`src/rtl/disp_arbiter.sv`:
```
// Round-robin owner of the shared four-digit seven-segment driver: three requesters,
// a minimum and maximum dwell, and a one-cycle blank gap between owners.
module disp_arbiter #(
  parameter int MIN_HOLD = 4,
  parameter int MAX_HOLD = 8
) (
  input  logic        clk,
  input  logic        rst,
  input  logic [2:0]  req,
  input  logic [47:0] data_in,
  output logic [2:0]  gnt,
  output logic [15:0] bcd_out,
  output logic        busy,
  output logic        switch_p
);

  localparam int DW = $clog2(MAX_HOLD + 1);
  localparam logic [15:0] BLANK = 16'hFFFF;

  typedef enum logic [1:0] {IDLE, LOCKED, OPEN} state_t;

  state_t        state;
  logic [1:0]    owner;
  logic [1:0]    ptr;
  logic [DW-1:0] dwell;

  function automatic logic [1:0] next_idx(input logic [1:0] i);
    return (i == 2'd2) ? 2'd0 : i + 2'd1;
  endfunction

  function automatic logic [2:0] one_hot(input logic [1:0] i);
    case (i)
      2'd0:    return 3'b001;
      2'd1:    return 3'b010;
      2'd2:    return 3'b100;
      default: return 3'b000;
    endcase
  endfunction

  // Round-robin search starting at ptr; only consulted in IDLE.
  logic       found;
  logic [1:0] winner;
  logic [1:0] cand;

  // NOTE: every combinational output gets a default first so no latch is inferred.
  always_comb begin
    found  = 1'b0;
    winner = ptr;
    cand   = ptr;
    for (int k = 0; k < 3; k++) begin
      if (!found && req[cand]) begin
        found  = 1'b1;
        winner = cand;
      end
      cand = next_idx(cand);
    end
  end

  logic [15:0] lane;
  always_comb begin
    case (owner)
      2'd0:    lane = data_in[15:0];
      2'd1:    lane = data_in[31:16];
      2'd2:    lane = data_in[47:32];
      default: lane = BLANK;
    endcase
  end

  // LOCKED turns into OPEN behaviour on the very cycle dwell reaches MIN_HOLD.
  logic [2:0] owner_mask;
  logic       owner_req;
  logic       others_req;
  logic       open_phase;
  logic       release_now;

  always_comb begin
    owner_mask  = one_hot(owner);
    owner_req   = |(req & owner_mask);
    others_req  = |(req & ~owner_mask);
    open_phase  = (state == OPEN) || (state == LOCKED && dwell >= DW'(MIN_HOLD));
    release_now = open_phase && (!owner_req || (dwell >= DW'(MAX_HOLD) && others_req));
  end

  // NOTE: sequential state uses non-blocking assignments only, so every register
  // sees the pre-edge values of its neighbours.
  always_ff @(posedge clk) begin
    if (rst) begin
      state    <= IDLE;
      owner    <= 2'd0;
      ptr      <= 2'd0;
      dwell    <= '0;
      gnt      <= 3'b000;
      bcd_out  <= BLANK;
      busy     <= 1'b0;
      switch_p <= 1'b0;
    end else begin
      case (state)
        IDLE: begin
          bcd_out <= BLANK;
          if (found) begin
            state    <= LOCKED;
            owner    <= winner;
            ptr      <= next_idx(winner);
            dwell    <= DW'(1);
            gnt      <= one_hot(winner);
            busy     <= 1'b1;
            switch_p <= 1'b1;
          end else begin
            gnt      <= 3'b000;
            busy     <= 1'b0;
            switch_p <= 1'b0;
          end
        end
        LOCKED, OPEN: begin
          switch_p <= 1'b0;
          if (release_now) begin
            state   <= IDLE;
            dwell   <= '0;
            gnt     <= 3'b000;
            busy    <= 1'b0;
            bcd_out <= BLANK;
          end else begin
            bcd_out <= lane;
            if (dwell < DW'(MAX_HOLD)) dwell <= dwell + DW'(1);
            if (state == LOCKED && dwell >= DW'(MIN_HOLD)) state <= OPEN;
          end
        end
        default: state <= IDLE;
      endcase
    end
  end

endmodule

```
`config.mk`:
```
export PLATFORM = sky130hd
export DESIGN_NAME = disp_arbiter
export DESIGN_NICKNAME = d
export VERILOG_FILES = /design/src/rtl/disp_arbiter.sv
export SDC_FILE = /design/constraint.sdc
export NUM_CORES = 1
export LEC_CHECK = 0
export CAP_MARGIN = 0
export CORE_UTILIZATION = 47
export DETAILED_ROUTE_END_ITERATION = 10
export PLACE_DENSITY_LB_ADDON = 0.05
export SYNTH_ARGS = -nofsm -noshare
export SYNTH_HDL_FRONTEND = slang
export SYNTH_SLANG_ARGS = --single-unit
```
`constraint.sdc`:
```
create_clock -name clk -period 4.4 [get_ports clk]
set_clock_uncertainty 0.15 [all_clocks]
set_input_delay 0.88 -clock clk [delete_from_list [all_inputs] [get_ports clk]]
set_output_delay 0.88 -clock clk [all_outputs]
set_load 0.02 [all_outputs]
```
==> results.json <==
{
  "status": "completed",
  "grt_util_met1_pct": 24.9,
  "async_flop_share_pct": 0,
  "clkSinkCount": 31,
  "finalCritPeriodShare_pct": 65.6,
  "worstPathArrival_ns": 2.89,
  "num_vias": 1808,
  "final_core_util_pct": 72.4,
  "diodes": 0,
  "die_w_um": 65.9,
  "cp_slowest_cell": "a211oi_4",
  "yosysSeqAreaShare_pct": 32.4,
  "wl_per_cell_um": 13.7,
  "critPathMaxStageDelay_ns": 0.68,
  "r2r_slack_ns": 1.85,
  "routed_wl_um": 4600,
  "rsz0062_at_grt": "false",
  "crit_required_ns": 4.41,
  "finalMaxSlewViolations": 0,
  "syn_nets": 275,
  "crit_cells": 6,
  "vdd_ir_drop_max_mv": 0.293,
  "p_leak_nw": 1.17,
  "r2r_start": "owner[0]$_SDFFE_PP0P_",
  "grt_max_degree": 22,
  "initial_core_util_pct": 50.5,
  "drtIter0Drc": 112,
  "grt_pass1_wl_um": 7450,
  "hold_violations": 0,
  "cts.clk_slew.worst_paths_ns": 0.07,
  "syn_inst": 216,
  "antenna_found_initial": 0,
  "worstHoldStart": "gnt[2]$_SDFFE_PP0P_",
  "use_met2_pct": 40.6,
  "critPathMaxFanout": 16,
  "end_kind": "flop",
  "hold_end": "gnt[2]$_SDFFE_PP0P_",
  "drt_pass1_iterations": 5,
  "routed_via_density": 5.40,
  "reg2reg_depth": 5,
  "rows": 22,
  "routabilityCongestion": 0.751,
  "ys_ff_latch": 31,
  "cap_viol_max_count": 0,
  "die_h_um": 65.9,
  "hold_depth": 2,
  "r2r_end": "bcd_out[10]$_SDFFE_PP1P_",
  "grt_util_met3_pct": 6.21,
  "p_per_area_nw_per_um2": 549,
  "setup_violations": 0,
  "cts_buffers": 5,
  "timing.critical_path.buf_inv": 1,
  "top_usage_layer": "met2",
  "grt_pass1_vias": 1745,
  "cts_max_level": 2,
  "ant_nets": 0,
  "track_usage_pct": 22.5,
  "hold_buffers": 0,
  "ios": 74,
  "port_buffers": 73,
  "ys_types": 42,
  "synth_area_um2": 1920,
  "clock_path_buffers": 2,
  "ff_latch_area_um2": 621,
  "cts.repair.resized": 0,
  "period_needed_ns": 2.88,
  "area_growth_pct": 43.4,
  "hpwl_um": 3250,
  "core_um2": 3800,
  "grt-ovfl-total": 0,
  "crit_type": "in2reg",
  "nFillCells": 332,
  "die-area_um2": 4340,
  "startpoint": "req[0]",
  "hold_class": "reg2reg",
  "multi_input_area_um2": 1130,
  "drc_errors": 0,
  "layout-drive-gt1-share_pct": 10.8,
  "cts_setup_buffers": 0,
  "critPathTopFamily": "compound AO/OA/AOI/OAI gates",
  "synth_warnings": 0,
  "synth_edf_count": 0,
  "clock-root-buffer": "clkbuf_8",
  "clock_latency_ns": 0.28,
  "synth_flop_cell": "dfxtp_1",
  "max_slew_margin_pct": 40.7,
  "path_cells": "clkdlybuf4s50_1 -> o21ai_2 -> a32oi_4 -> a211oi_4 -> a22o_1 -> nand2_1",
  "clock.fmax_mhz": 347,
  "tightest_slew_ns": 0.889,
  "cts_tree": "yes",
  "nets": 345,
  "setup_tns_ns": 0,
  "critPathLaunchType": "input pin",
  "syn_avg_cell_area_um2": 8.88
}
-- kinds of logic (layout without fill, tap and decap cells) --
group,Yosys count,count (layout),synth area share [%]
buf+inv,37,108,8.48
compound gates,55,55,23.4
simple gates,53,53,13.1
mux,34,34,18.8
fa+ha+maj,6,6,3.91
flops,31,31,32.4
-- state kept, by name, summed over array words and instances, names as in the netlist --
signal    flops
bcd_out      16
switch_p      1
gnt           3
owner         2
busy          1
dwell         4
state         2
ptr           2
-- through the flow --
stage	cells	hold slack [ns]	total power, mW	cell area, µm²	setup WS [ns]
CTS	335	0.315	1.52	2750	1.50
floorplan	216	0.306	1.02	1920	2.08
finish	335	0.315	1.51	2750	1.52
global placement	327	0.303	1.26	2650	1.29
detailed placement	327	0.302	1.27	2650	1.23
global route	335	0.332	1.61	2750	1.33
-- report_power, final --
| group | internal (mW) | total (mW) | leakage (nW) | switching (mW) |
|---|---|---|---|---|
| Clock | 0.143 | 0.246 | 0.0515 | 0.104 |
| Sequential | 0.370 | 0.458 | 0.255 | 0.0878 |
| Combinational | 0.399 | 0.805 | 0.865 | 0.406 |
| Total | 0.912 | 1.51 | 1.17 | 0.598 |
-- layer usage --
| layer | vias up | share of wire (%) | wire length (µm) |
|---|---|---|---|
| met4 | 0 | 0.91 | 42 |
| li1 | 902 | - | - |
| met3 | 6 | 8.0 | 366 |
| met2 | 67 | 49 | 2260 |
| met5 | - | 0 | 0 |
| met1 | 833 | 42 | 1930 |
-- Yosys cell counts (2+ instances only) --
| cell type | count | area share (%) |
|---|---|---|
| a22o_1 | 16 | 7.3 |
| ha_1 | 6 | 3.9 |
| buf_6 | 2 | 1.2 |
| dfxtp_1 | 31 | 32 |
| a21boi_0 | 2 | 0.78 |
| nand2_1 | 24 | 4.7 |
| nand2b_1 | 4 | 1.3 |
| nor3_1 | 2 | 0.52 |
| nand3_1 | 5 | 1.3 |
| nor2_1 | 9 | 1.8 |
| mux2i_1 | 18 | 9.4 |
| o21ai_1 | 2 | 0.52 |
| a32oi_1 | 2 | 0.91 |
| a31oi_1 | 5 | 1.6 |
| mux2_2 | 16 | 9.4 |
| inv_1 | 25 | 4.9 |
| o21ai_0 | 3 | 0.78 |
| nor2b_1 | 4 | 1.3 |
| a211oi_1 | 2 | 0.78 |
| a21oi_1 | 10 | 2.6 |
| clkbuf_1 | 4 | 0.78 |
| buf_2 | 4 | 1.0 |
-- tightest hold or removal path, delay by kind of cell, from the launching register on --
kind,cells,cell delay [ns]
AND/OR/NAND/NOR,1,0.05
AO/OA/AOI/OAI,1,0.06
flip-flops,1,0.31
-- cells in the final DEF (no fill, tap or decap), types with 2 or more instances in the layout --
cell type         n
nand2b_1          4
inv_1            25
mux2_2           16
nand3_1           5
o21ai_0           3
a211oi_1          2
nor2_1            9
dfxtp_1          31
o21ai_1           2
clkbuf_8          7
nor2b_1           4
a32oi_1           2
mux2i_1          18
a21oi_1          10
a31oi_1           5
nor3_1            2
a22o_1           16
a21boi_0          2
clkdlybuf4s50_1  73
ha_1              6
nand2_1          24
-- worst max-delay path by stage --
| stage | slack (ns) | to |
|---|---|---|
| 6_report | 1.52 | bcd_out[10]$_SDFFE_PP1P_ |
| 5_1_grt | 1.33 | bcd_out[3]$_SDFFE_PP1P_ |
| 4_1_cts | 1.50 | bcd_out[11]$_SDFFE_PP1P_ |
| 3_5_place_dp | 1.23 | bcd_out[3]$_SDFFE_PP1P_ |
| 3_3_place_gp | 1.29 | bcd_out[7]$_SDFFE_PP1P_ |
| 2_1_floorplan | 2.08 | bcd_out[0]$_SDFFE_PP1P_ |
-- area by class of cell --
type                            count  share of cell area (%)
Inverter                           26                    3.55
Tap cell                           48                    2.18
Multi-Input combinational cell    148                    41.2
Clock buffer                        8                    3.64
Timing Repair Buffer               74                    26.8
Sequential cell                    31                    22.6
No activity file was read; power rests on OpenSTA's default activity.
